--- src/rtl/instruction_fetch_arbiter.sv ---
// rtl/instruction_fetch_arbiter.sv - arbitrates a shared instruction ROM between fetch and debug reads
module instruction_fetch_arbiter #(
    parameter logic [15:0] RESET_PC     = 16'h0001,
    parameter int          STARVE_LIMIT = 4
) (
    input  logic        clk,
    input  logic        sync_rst,
    input  logic        Run,
    input  logic        RedirectValid,
    input  logic [15:0] RedirectAddress,
    output logic        FetchValid,
    input  logic        FetchReady,
    output logic [15:0] FetchInstruction,
    output logic [15:0] FetchPC,
    input  logic        DebugReq,
    input  logic [15:0] DebugAddress,
    output logic        DebugAck,
    output logic [15:0] DebugData,
    output logic [15:0] RomAddress,
    input  logic [15:0] RomData
);

    localparam logic [2:0] LP_LIMIT = 3'(STARVE_LIMIT);

    typedef enum logic [1:0] {
        OWN_NONE,
        OWN_FETCH,
        OWN_DEBUG
    } owner_t;

    logic [15:0] r_pc;
    logic        r_fetch_valid;
    logic [15:0] r_fetch_instr;
    logic [15:0] r_fetch_pc;
    logic        r_debug_ack;
    logic [15:0] r_debug_data;
    logic [2:0]  r_starve_cnt;

    logic        w_free;
    logic        w_debug_req;
    logic        w_forced;
    logic        w_fetch_grant;
    logic        w_debug_grant;
    owner_t      w_owner;

    // A request is only live while its previous ack is not being presented,
    // so the one-cycle ack pulse never triggers a second access.
    assign w_free      = !r_fetch_valid || FetchReady;
    assign w_debug_req = DebugReq && !r_debug_ack;
    assign w_forced    = w_debug_req && (r_starve_cnt == LP_LIMIT);

    // Grant resolution: redirect blocks fetch, forced debug blocks fetch,
    // otherwise fetch wins over a normal debug request.
    always_comb begin
        w_fetch_grant = 1'b0;
        w_debug_grant = 1'b0;
        w_owner       = OWN_NONE;
        if (Run && !RedirectValid && w_free && !w_forced) begin
            w_fetch_grant = 1'b1;
        end
        if (w_debug_req && !w_fetch_grant) begin
            w_debug_grant = 1'b1;
        end
        if (w_debug_grant) begin
            w_owner = OWN_DEBUG;
        end else if (w_fetch_grant) begin
            w_owner = OWN_FETCH;
        end
    end

    assign RomAddress = (w_owner == OWN_DEBUG) ? DebugAddress : r_pc;

    // Debug read port: single-cycle access, ack pulse plus starvation counter.
    always_ff @(posedge clk) begin
        if (sync_rst) begin
            r_debug_ack  <= 1'b0;
            r_debug_data <= 16'h0000;
            r_starve_cnt <= 3'd0;
        end else begin
            r_debug_ack <= w_debug_grant;
            if (w_debug_grant) begin
                r_debug_data <= RomData;
            end
            if (w_debug_grant || !DebugReq) begin
                r_starve_cnt <= 3'd0;
            end else if (w_debug_req && (r_starve_cnt != LP_LIMIT)) begin
                r_starve_cnt <= r_starve_cnt + 3'd1;
            end
        end
    end

    // Fetch path: PC and the one-entry output register toward decode.
    always_ff @(posedge clk) begin
        if (sync_rst) begin
            r_pc          <= RESET_PC;
            r_fetch_valid <= 1'b0;
            r_fetch_instr <= 16'h0000;
            r_fetch_pc    <= 16'h0000;
        end else if (RedirectValid) begin
            r_pc          <= RedirectAddress;
            r_fetch_valid <= 1'b0;
        end else if (w_fetch_grant) begin
            r_fetch_instr <= RomData;
            r_fetch_pc    <= r_pc;
            r_fetch_valid <= 1'b1;
            r_pc          <= r_pc + 16'd1;
        end else if (w_free) begin
            r_fetch_valid <= 1'b0;
        end
    end

    assign FetchValid       = r_fetch_valid;
    assign FetchInstruction = r_fetch_instr;
    assign FetchPC          = r_fetch_pc;
    assign DebugAck         = r_debug_ack;
    assign DebugData        = r_debug_data;

endmodule

--- config.mk ---
export PLATFORM = sky130hd
export DESIGN_NAME = instruction_fetch_arbiter
export DESIGN_NICKNAME = d
export VERILOG_FILES = /design/src/rtl/instruction_fetch_arbiter.sv
export SDC_FILE = /design/constraint.sdc
export NUM_CORES = 1
export LEC_CHECK = 0
export BUFFER_PORTS_ARGS = -buffer_cell sky130_fd_sc_hd__buf_2
export CAP_MARGIN = 0
export CORE_UTILIZATION = 52
export DETAILED_ROUTE_END_ITERATION = 8
export PLACE_DENSITY = 0.85
export SLEW_MARGIN = 20
export SYNTH_ARGS = -nofsm -noshare
export SYNTH_HDL_FRONTEND = slang
export SYNTH_SLANG_ARGS = --single-unit
--- constraint.sdc ---
create_clock -name clk -period 4.8 [get_ports clk]
set_clock_uncertainty 0.2 [all_clocks]
set_input_delay 0.72 -clock clk [delete_from_list [all_inputs] [get_ports clk]]
set_output_delay 0.72 -clock clk [all_outputs]
set_load 0.005 [all_outputs]
======== Word-level counts from Yosys, hierarchy flattened ========
Cells that the tools add are included.
cells by class
  add/sub/neg operators ................... 2
  eq/ne operators ......................... 3
  muxes and demuxes ....................... 9
  bitwise logic cells ..................... 1
  reduce and logical (&&, ||, !) cells .... 20
operators with widths
  operator                                                         count
  16-bit two-way mux                                               3
  16-bit by 1-bit adder with 16-bit output, second input constant  1
  1-bit logical AND                                                7
  1-bit zero test                                                  6
  1-bit two-way mux                                                5
  2-bit nonzero test                                               2
  2-bit OR reduction                                               2
  3-bit by 1-bit adder with 3-bit output, second input constant    1
  3-bit equality test, second input constant                       1
  3-bit inequality test, second input constant                     1
  2-bit equality test, second input constant                       1
  1-bit logical OR                                                 2
  2-bit two-way mux                                                1
  2-bit AND reduction                                              1
  1-bit inverter                                                   1
word-level totals
  register bits after elaboration ......... 69
  input port bits ......................... 54
  output and inout port bits .............. 66
  word-level logic and storage cells ...... 42

======== Logic depth before layout (Yosys ltp) ========
Gate-level depths: netlist of run 1.
  word-level depth ........................ 12
  depth in mapped cells ................... 8
  gate-level depth less buffers ........... 7

======== Worst setup path after synthesis of run 1 ========
OpenSTA, ideal clock, no wires.
  kind .................................... input-to-output
  start point ............................. input port RedirectValid
  end point ............................... output port RomAddress[10]
  data arrival time ....................... 1.805 ns
  required time ........................... 3.880 ns
  slack ................................... 2.075 ns
  stages .................................. 7
  buffers on the path ..................... 2
  path through ............................ buf_2 > inv_2 > o2111a_1 > nor2_1 > clkbuf_1 > nand2_1 > nand2_1
on the way
  word-level cells in the longest chain between the ends .. 11
  elaborated cells on any way between the ends .. 12
  those cells by class .................... 1 x eq/ne; 5 x mux; 6 x reduce/logical
RTL lines
  item                                 RTL line  source
  from (decl)                          9         input logic RedirectValid,
  1-bit zero test (*)                  58        if (Run && !RedirectValid && w_free && !w_forced) begin
  1-bit logical AND (*) (3 in series)  58
  1-bit two-way mux (*)                58
  1-bit zero test                      61        if (w_debug_req && !w_fetch_grant) begin
  1-bit logical AND                    61
  1-bit two-way mux                    61
  2-bit two-way mux (*)                64        if (w_debug_grant) begin
  2-bit equality test (*)              71        assign RomAddress = (w_owner == OWN_DEBUG) ? DebugAddress : r_pc;
  16-bit two-way mux (*)               71
  to (decl)                            19        output logic [15:0] RomAddress,
Every way passes the cells marked *; elsewhere a longest branch is shown, timed or not.

======== Worst setup path in the final report of run 1 ========
  start point ............................. input port RedirectValid
  end point ............................... output port RomAddress[5]
The elaborated chain is that of the path after synthesis.

==> results_tabular.tex, run 1 <==
\begin{tabular}{lr}
\hline
Metric & Value \\
\hline
\multicolumn{2}{l}{\textbf{Run status}} \\
\quad Outcome & completed \\
\multicolumn{2}{l}{\textbf{Route}} \\
\quad Detailed router's first-iteration violation count & 170 \\
\quad Per-cell via count in the routed design & 5.32 \\
\quad Number of routed nets with antenna violations & 0 \\
\quad Wire length on met3 & 675 µm \\
\quad Final Routed Wirelength & 7660 µm \\
\quad Routed wirelength normalized by instance count & 13.1 µm \\
\quad Number of vias after detailed routing & 3119 \\
\quad Top Metal Used & met4 \\
\quad First drt pass iteration count & 4 \\
\quad M1 wire length & 3250 µm \\
\quad Number of design rule violations left after detail routing & 0 \\
\quad Wire length on met2 & 3610 µm \\
\multicolumn{2}{l}{\textbf{Global route}} \\
\quad Global route overflow & 0 \\
\quad Largest net degree at the start of global routing & 64 \\
\quad Aggregate global-route resource usage & 25.9\% \\
\quad Number of antenna violations at the first check in global routing & 0 \\
\quad Via count of the first global-routing pass & 2842 \\
\quad First-pass GRT wire length & 12500 µm \\
\multicolumn{2}{l}{\textbf{Place}} \\
\quad Half-perimeter wire length after detailed placement & 5070 µm \\
\quad Gp weighted congestion & 0.756 \\
\quad Number of buffers inserted by port buffering & 119 \\
\quad Instance area after placement & 3600 µm² \\
\multicolumn{2}{l}{\textbf{Finish}} \\
\quad Area growth from synthesis to layout & 25.0\% \\
\quad Total non-filler cell area in the finished layout & 3750 µm² \\
\quad Net count, final & 567 \\
\quad Commonest cells after routing, fill and taps aside & sky130\_fd\_sc\_hd\_\_nand2\_1, sky130\_fd\_sc\_hd\_\_buf\_2, sky130\_fd\_sc\_hd\_\_dfxtp\_1 \\
\quad Number of antenna repair diodes & 0 \\
\quad Core utilization of the finished layout & 67.8\% \\
\quad Fraction of layout instances using a drive strength above 1 & 27.2\% \\
\quad Most frequent standard cell in the layout excluding fill and tap cells & sky130\_fd\_sc\_hd\_\_nand2\_1 \\
\multicolumn{2}{l}{\textbf{Setup path}} \\
\quad Kind of end point of the critical path & output pin \\
\quad Critical path cell sequence & buf\_2 > inv\_2 > o2111ai\_4 > nand2\_1 > nand2\_1 > nand2\_1 > buf\_2 \\
\quad Worst EP arrival & 2440 ps \\
\quad Buffers and inverters on the worst path & 3 \\
\quad Class of the most critical setup path & input port to output pin \\
\quad Crit path top cell by count & sky130\_fd\_sc\_hd\_\_nand2\_1 \\
\quad Worst-path maximum fanout & 32 \\
\quad Kind of cell adding the most delay to the critical path & simple AND/OR/NAND/NOR gates \\
\quad Kind of start point of the critical path & input port \\
\quad Slowest cell on the critical path & sky130\_fd\_sc\_hd\_\_nand2\_1 \\
\quad Critical Path RT & 3880 ps \\
\quad Slowest Stage Delay on Critical Path & 790 ps \\
\multicolumn{2}{l}{\textbf{Min path}} \\
\quad Kind of path behind the tightest hold check & register to register \\
\multicolumn{2}{l}{\textbf{Synthesis}} \\
\quad Post-synth cell types & 39 \\
\quad Post-synthesis area per instance & 7.40 µm² \\
\quad Post-Synthesis Net Count & 463 \\
\quad Synth warn & 0 \\
\quad Netlist area before placement & 3000 µm² \\
\quad Dominant cell type by area after synthesis & sky130\_fd\_sc\_hd\_\_dfxtp\_1 \\
\quad Instance count of the mapped netlist & 406 \\
\quad Synth top area share & 46.0\% \\
\quad Sequential element share of the synthesized area & 46.0\% \\
\quad Count of state elements after synthesis & 69 \\
\quad Main area contributors after synthesis & sky130\_fd\_sc\_hd\_\_dfxtp\_1, sky130\_fd\_sc\_hd\_\_nand2\_1, sky130\_fd\_sc\_hd\_\_a21oi\_1 \\
\multicolumn{2}{l}{\textbf{Timing}} \\
\quad Maximum frequency from static timing analysis & 298 MHz \\
\quad Clock period minus worst slack & 3360 ps \\
\quad Number of hold violations in the final report & 0 \\
\quad Unrepaired setup endpoints after global routing & false \\
\quad Final setup violation count & 0 \\
\quad Worst-case hold slack & 252 ps \\
\quad Post-route fraction of the period consumed by the critical path & 69.9\% \\
\quad TNS Setup & 0 ps \\
\quad Actual transition at the worst max-transition pin & 1060 ps \\
\quad Number of max-slew violations in the final report & 0 \\
\quad Relative slew margins & 29.4\% \\
\multicolumn{2}{l}{\textbf{Floorplan}} \\
\quad I/O pin count & 120 \\
\quad Number of rows in the core area & 27 \\
\quad Area of the core region & 5540 µm² \\
\quad Chip Height & 78.0 µm \\
\quad Die Width & 78.0 µm \\
\quad Initial cell density of the core & 54.2\% \\
\quad Die outline area & 6080 µm² \\
\multicolumn{2}{l}{\textbf{Power and ir drop}} \\
\quad Sw power & 321 µW \\
\quad Total power draw & 1.19 mW \\
\quad IR drop worst, VDD & 0.196 mV \\
\quad Leakage power & 1.71 nW \\
\quad Design internal power & 866 µW \\
\quad Seq pwr share & 52.5\% \\
\quad Power per cell area & 316 nW/µm² \\
\quad Clock network fraction of design power & 34.0\% \\
\quad Combinational share of power & 13.5\% \\
\quad Switching part of the total & 27.0\% \\
\multicolumn{2}{l}{\textbf{CTS}} \\
\quad Num CTS Buffers & 9 \\
\quad TritonCTS clock tree & built \\
\quad Library cell used as clock root buffer & sky130\_fd\_sc\_hd\_\_clkbuf\_8 \\
\quad Buffers from clock root to sink, at most & 2 \\
\quad Clock-pin slew on the worst setup and hold paths & 70 ps \\
\quad Post-CTS setup buffer count & 0 \\
\quad Post-cts hold buffer count & 0 \\
\quad Sink count of the clock tree & 69 \\
\quad CTS-repair resized insts & 0 \\
\quad Clk\_lat worst skew & 340 ps \\
\quad Clock H-tree levels & 3 \\
\multicolumn{2}{l}{\textbf{Job}} \\
\quad Max\_cap viols & 0 \\
\hline
\end{tabular}
[routing by layer]
layer	vias up	global-route usage [%]
li1	1564	-
met1	1416	31.2
met2	123	42.9
met3	16	7.41
met4	0	11.3
met5	-	0
[path summary, 6_finish.rpt]
| kind | start | end | slack (ps) | cells past startpoint |
|---|---|---|---|---|
| hold reg to reg | FetchPC[7]$_SDFFE_PP0P_ | FetchPC[7]$_SDFFE_PP0P_ | 250 | 2 |
| hold / removal | FetchPC[7]$_SDFFE_PP0P_ | FetchPC[7]$_SDFFE_PP0P_ | 250 | 2 |
| setup / recovery | RedirectValid | RomAddress[5] | 1440 | 7 |
| setup reg to reg | r_starve_cnt[0]$_SDFFE_PP0P_ | DebugData[8]$_SDFFE_PP0P_ | 2330 | 8 |
[worst register-to-register path: stages, from the launching register on]
cell,delay (ps)
sky130_fd_sc_hd__dfxtp_1,320
sky130_fd_sc_hd__inv_1,80
sky130_fd_sc_hd__ha_1,150
sky130_fd_sc_hd__nand2_1,140
sky130_fd_sc_hd__o2111a_1,300
sky130_fd_sc_hd__nor2_2,660
sky130_fd_sc_hd__buf_4,350
sky130_fd_sc_hd__nand2_1,80
sky130_fd_sc_hd__a21oi_1,130
[stage by stage]
stage / instances / setup WS, ps
4_1_cts: 586 / 1440
3_3_place_gp: 571 / 1510
6_report: 586 / 1440
5_1_grt: 586 / 1260
3_5_place_dp: 571 / 1460
2_1_floorplan: 406 / 2070
[flip-flops by register name (all words and copies together) (netlist names)]
register,count
FetchInstruction,16
r_pc,16
FetchValid,1
FetchPC,16
DebugData,16
r_starve_cnt,3
DebugAck,1
[layout make-up]
class                   count  area [µm²]
clock buffers              13         149
clock inverters             2        10.0
fillers                   486        1790
inverters                   5        18.8
multi-input cells         302        1480
flip-flops and latches     69        1380
well taps                  72        90.1
repair buffers            123         626
[cells in the mapped netlist, drive strengths merged]
| cell type | n |
|---|---|
| inv | 5 |
| a32oi | 4 |
| nand3 | 8 |
| or3 | 2 |
| a211oi | 1 |
| xnor2 | 2 |
| nand2 | 154 |
| ha | 3 |
| or2 | 1 |
| dfxtp | 69 |
| nor2 | 12 |
| o2111ai | 1 |
| o2111a | 1 |
| nor4 | 4 |
| nor2b | 1 |
| nor3 | 3 |
| a2bb2oi | 2 |
| nand4 | 6 |
| a41oi | 1 |
| nand3b | 3 |
| xor2 | 1 |
| o211ai | 1 |
| and3 | 1 |
| nand2b | 5 |
| and2 | 1 |
| a21oi | 65 |
| buf | 13 |
| clkbuf | 17 |
| o21a | 1 |
| mux2i | 1 |
| a31oi | 6 |
| o21ai | 10 |
| a22oi | 1 |
[logic make-up (layout without fill, tap and decap cells)]
logic type                 count (synthesis)  in the layout  share of synthesized area, %
AOI/OAI and AO/OA                         94             94                          18.0
buffers and inverters                     35            143                          4.83
muxes                                      1              1                         0.333
xor gates and xnor gates                   3              3                         0.875
and+or+nand+nor                          201            201                          28.7
DFF                                       69             69                          46.0
adders and majority gates                  3              3                          1.25
[power groups by stage]
stage | sequential [mW] | clock (mW) | combinational (mW)
CTS | 0.623 | 0.407 | 0.161
global route | 0.627 | 0.429 | 0.181
global placement | 0.635 | 0 | 0.156
finish | 0.623 | 0.403 | 0.160
floorplan | 0.630 | 0 | 0.0926
detailed placement | 0.635 | 0 | 0.160
No activity file was read; power rests on OpenSTA's default activity.
==> inputs of run 2 (changes only) <==
CORE_UTILIZATION = 43   (was 52)
PLACE_DENSITY = 0.75   (was 0.85)
clock period = 2.8 ns   (was 4.8 ns; I/O delays follow)
==> run 2 against run 1 <==
- die area rose by 20%
- first-iteration DRC count decreased by 1.2%
- utilization fell by 11 points
- critical path depth up 2
- critical endpoint is now RomAddress[4]
- register-to-register slack worse by 1900 ps
- combinational power rose by 79%
- count of clock-buffer cells in the layout down 2
- global-route usage down 2.9 points
- via count up 0.64%
- total power increased by 83%
==> results_tabular.tex, run 2 (synthesis gave the netlist of run 1 again) <==
\begin{tabular}{lr}
\hline
Metric & Value \\
\hline
\multicolumn{2}{l}{\textbf{Global route}} \\
\quad Number of antenna violations at the first check in global routing & 0 (unchanged) \\
\quad Global route overflow & 0 (unchanged) \\
\quad First-pass GRT wire length & 13300 µm (+5.9\%) \\
\quad Aggregate global-route resource usage & 23.0\% (-2.9 points) \\
\quad Via count of the first global-routing pass & 2912 (+2.5\%) \\
\quad Largest net degree at the start of global routing & 54 (-16\%) \\
\multicolumn{2}{l}{\textbf{Floorplan}} \\
\quad Die Width & 85.6 µm (+9.7\%) \\
\quad Die outline area & 7320 µm² (+20\%) \\
\quad Number of rows in the core area & 30 (+11\%) \\
\quad Initial cell density of the core & 44.5\% (-9.8 points) \\
\quad Area of the core region & 6760 µm² (+22\%) \\
\quad I/O pin count & 120 (unchanged) \\
\quad Chip Height & 85.6 µm (+9.7\%) \\
\multicolumn{2}{l}{\textbf{Place}} \\
\quad Pre-CTS worst setup slack & 457 ps (-1000 ps) \\
\quad Gp weighted congestion & 0.809 (+7.0\%) \\
\quad Number of buffers inserted by port buffering & 119 (unchanged) \\
\quad Half-perimeter wire length after detailed placement & 5710 µm (+13\%) \\
\quad Placed Cells & 582 (+1.9\%) \\
\multicolumn{2}{l}{\textbf{CTS}} \\
\quad CTS-repair resized insts & 0 (unchanged) \\
\quad Sink count of the clock tree & 69 (unchanged) \\
\quad Clock H-tree levels & 3 (unchanged) \\
\quad Post-cts hold buffer count & 0 (unchanged) \\
\quad TritonCTS clock tree & built \\
\quad Library cell used as clock root buffer & sky130\_fd\_sc\_hd\_\_clkbuf\_8 \\
\quad Post-CTS setup buffer count & 0 (unchanged) \\
\quad Buffers from clock root to sink, at most & 2 (unchanged) \\
\quad Clock-pin slew on the worst setup and hold paths & 70 ps (about the same) \\
\quad Clk\_lat worst skew & 340 ps (about the same) \\
\quad Num CTS Buffers & 9 (unchanged) \\
\multicolumn{2}{l}{\textbf{Route}} \\
\quad First drt pass iteration count & 4 (unchanged) \\
\quad Number of routed nets with antenna violations & 0 (unchanged) \\
\quad Final Routed Wirelength & 8220 µm (+7.3\%) \\
\quad Per-cell via count in the routed design & 5.25 (-1.4\%) \\
\quad Number of vias after detailed routing & 3139 (+0.64\%) \\
\quad Detailed router's first-iteration violation count & 168 (-1.2\%) \\
\quad Routed wirelength normalized by instance count & 13.7 µm (+5.2\%) \\
\quad Number of design rule violations left after detail routing & 0 (unchanged) \\
\multicolumn{2}{l}{\textbf{Timing}} \\
\quad Number of hold violations in the final report & 0 (unchanged) \\
\quad Relative slew margins & 63.3\% (+34 points) \\
\quad Final setup violation count & 0 (unchanged) \\
\quad Post-route fraction of the period consumed by the critical path & 93.8\% \\
\quad Number of max-slew violations in the final report & 0 (unchanged) \\
\quad Final WS setup & 173 ps (-1270 ps) \\
\quad Maximum frequency from static timing analysis & 381 MHz \\
\quad TNS Setup & 0 ps (unchanged) \\
\quad Clock period minus worst slack & 2630 ps \\
\quad Unrepaired setup endpoints after global routing & false \\
\quad Actual transition at the worst max-transition pin & 550 ps (-506 ps) \\
\multicolumn{2}{l}{\textbf{Setup path}} \\
\quad Kind of end point of the critical path & output pin \\
\quad Crit path top cell by count & sky130\_fd\_sc\_hd\_\_nand2\_1 \\
\quad FF-to-FF setup slack & 410 ps (-1920 ps) \\
\quad Kind of start point of the critical path & register \\
\quad Critical Path RT & 2180 ps (-1700 ps) \\
\quad Depth of the worst register-to-register path & 8 (unchanged) \\
\quad Worst-path maximum fanout & 19 (-41\%) \\
\quad Slowest Stage Delay on Critical Path & 320 ps (-470 ps) \\
\quad R2R Path Start & r\_starve\_cnt[0]\$\_SDFFE\_PP0P\_ \\
\quad Worst EP arrival & 2010 ps (-430 ps) \\
\quad Slowest cell on the critical path & sky130\_fd\_sc\_hd\_\_dfxtp\_1 \\
\quad End of the worst register-to-register path & r\_pc[14]\$\_SDFFE\_PP0P\_ \\
\quad Critical path cell sequence & inv\_1 > ha\_1 > nand2\_1 > o2111a\_1 > nor2\_2 > buf\_4 > nand2\_1 > nand2\_1 > buf\_2 \\
\quad Class of the most critical setup path & register to output pin \\
\multicolumn{2}{l}{\textbf{Min path}} \\
\quad Source of the worst hold timing path & RedirectAddress[0] \\
\quad Kind of path behind the tightest hold check & input port to register \\
\quad Number of cells on the worst hold path & 3 (+1) \\
\quad Worst Hold End & r\_pc[0]\$\_SDFFE\_PP1P\_ \\
\multicolumn{2}{l}{\textbf{Finish}} \\
\quad Fraction of layout instances using a drive strength above 1 & 28.4\% (+1.1 points) \\
\quad Most frequent standard cell in the layout excluding fill and tap cells & sky130\_fd\_sc\_hd\_\_nand2\_1 \\
\quad Core utilization of the finished layout & 56.9\% (-11 points) \\
\quad Commonest cells after routing, fill and taps aside & sky130\_fd\_sc\_hd\_\_nand2\_1, sky130\_fd\_sc\_hd\_\_buf\_2, sky130\_fd\_sc\_hd\_\_dfxtp\_1 \\
\quad Net count, final & 570 (+0.53\%) \\
\quad Non-Filler Instances & 598 (+2.0\%) \\
\quad Number of antenna repair diodes & 0 (unchanged) \\
\quad Area growth from synthesis to layout & 28.0\% \\
\multicolumn{2}{l}{\textbf{Power and ir drop}} \\
\quad Seq pwr share & 49.2\% (-3.3 points) \\
\quad Sw power & 584 µW (+82\%) \\
\quad Combinational share of power & 13.2\% (-0.3 points) \\
\quad Leakage power & 1.73 nW (+1.4\%) \\
\quad Power per cell area & 564 nW/µm² (+79\%) \\
\quad Switching part of the total & 26.9\% (-0.12 points) \\
\quad Design internal power & 1.59 mW (+83\%) \\
\quad IR drop worst, VDD & 0.322 mV (+64\%) \\
\quad Clock network fraction of design power & 37.6\% (+3.6 points) \\
\multicolumn{2}{l}{\textbf{Run status}} \\
\quad Outcome & completed \\
\multicolumn{2}{l}{\textbf{Job}} \\
\quad Max\_cap viols & 0 (unchanged) \\
\hline
\end{tabular}
run 2: power by group through the flow:
stage,sequential (mW),clock (mW),combinational (mW)
floorplan,1.08,0,0.159
global placement,1.09,0,0.281
detailed placement,1.09,0,0.288
CTS,1.07,0.832,0.290
global route,1.07,0.882,0.322
finish,1.07,0.816,0.287
run 2: worst max path at each step:
stage                                            start               endpoint  slack [ps]
after floorplan           r_starve_cnt[0]$_SDFFE_PP0P_         RomAddress[10]         590
after global placement                        DebugReq   r_pc[2]$_SDFFE_PP0P_         570
after detailed placement  r_starve_cnt[0]$_SDFFE_PP0P_  r_pc[14]$_SDFFE_PP0P_         460
after CTS                 r_starve_cnt[0]$_SDFFE_PP0P_         RomAddress[15]          80
after global routing      r_starve_cnt[0]$_SDFFE_PP0P_          RomAddress[4]          50
final                     r_starve_cnt[0]$_SDFFE_PP0P_          RomAddress[4]         170
run 2: layer usage:
| metal | share of wire (%) | routed length, µm | GRT usage [%] | vias up |
|---|---|---|---|---|
| li1 | - | - | - | 1568 |
| met4 | 1.6 | 134 | 9.85 | 0 |
| met5 | 0 | 0 | 0 | - |
| met2 | 48 | 3950 | 39.2 | 116 |
| met3 | 7.7 | 631 | 6.54 | 12 |
| met1 | 43 | 3500 | 27.2 | 1443 |
run 2: worst max-delay path, delay by kind of cell, from the launching register on:
family / cells / cell delay (ps)
AO/OA/AOI/OAI: 1 / 300
flip-flops: 1 / 320
buffers and inverters: 3 / 470
adder cells (fa/ha/maj): 1 / 160
AND/OR/NAND/NOR: 4 / 420
run 2: metrics by stage:
step                area [µm²]  hold slack [ps]  power, mW
floorplan                 3000              252       1.24
global placement          3640              238       1.37
detailed placement        3640              243       1.38
CTS                       3840             97.3       2.19
global route              3840              118       2.28
finish                    3840              105       2.17
run 2: final cells by class:
class                           instances  area, µm²
Clock buffer                           11        141
Sequential cell                        69       1380
Inverter                                5       18.8
Multi-Input combinational cell        302       1480
Timing Repair Buffer                  126        661
Fill cell                             663       2910
Clock inverter                          5       60.1
Tap cell                               80        100
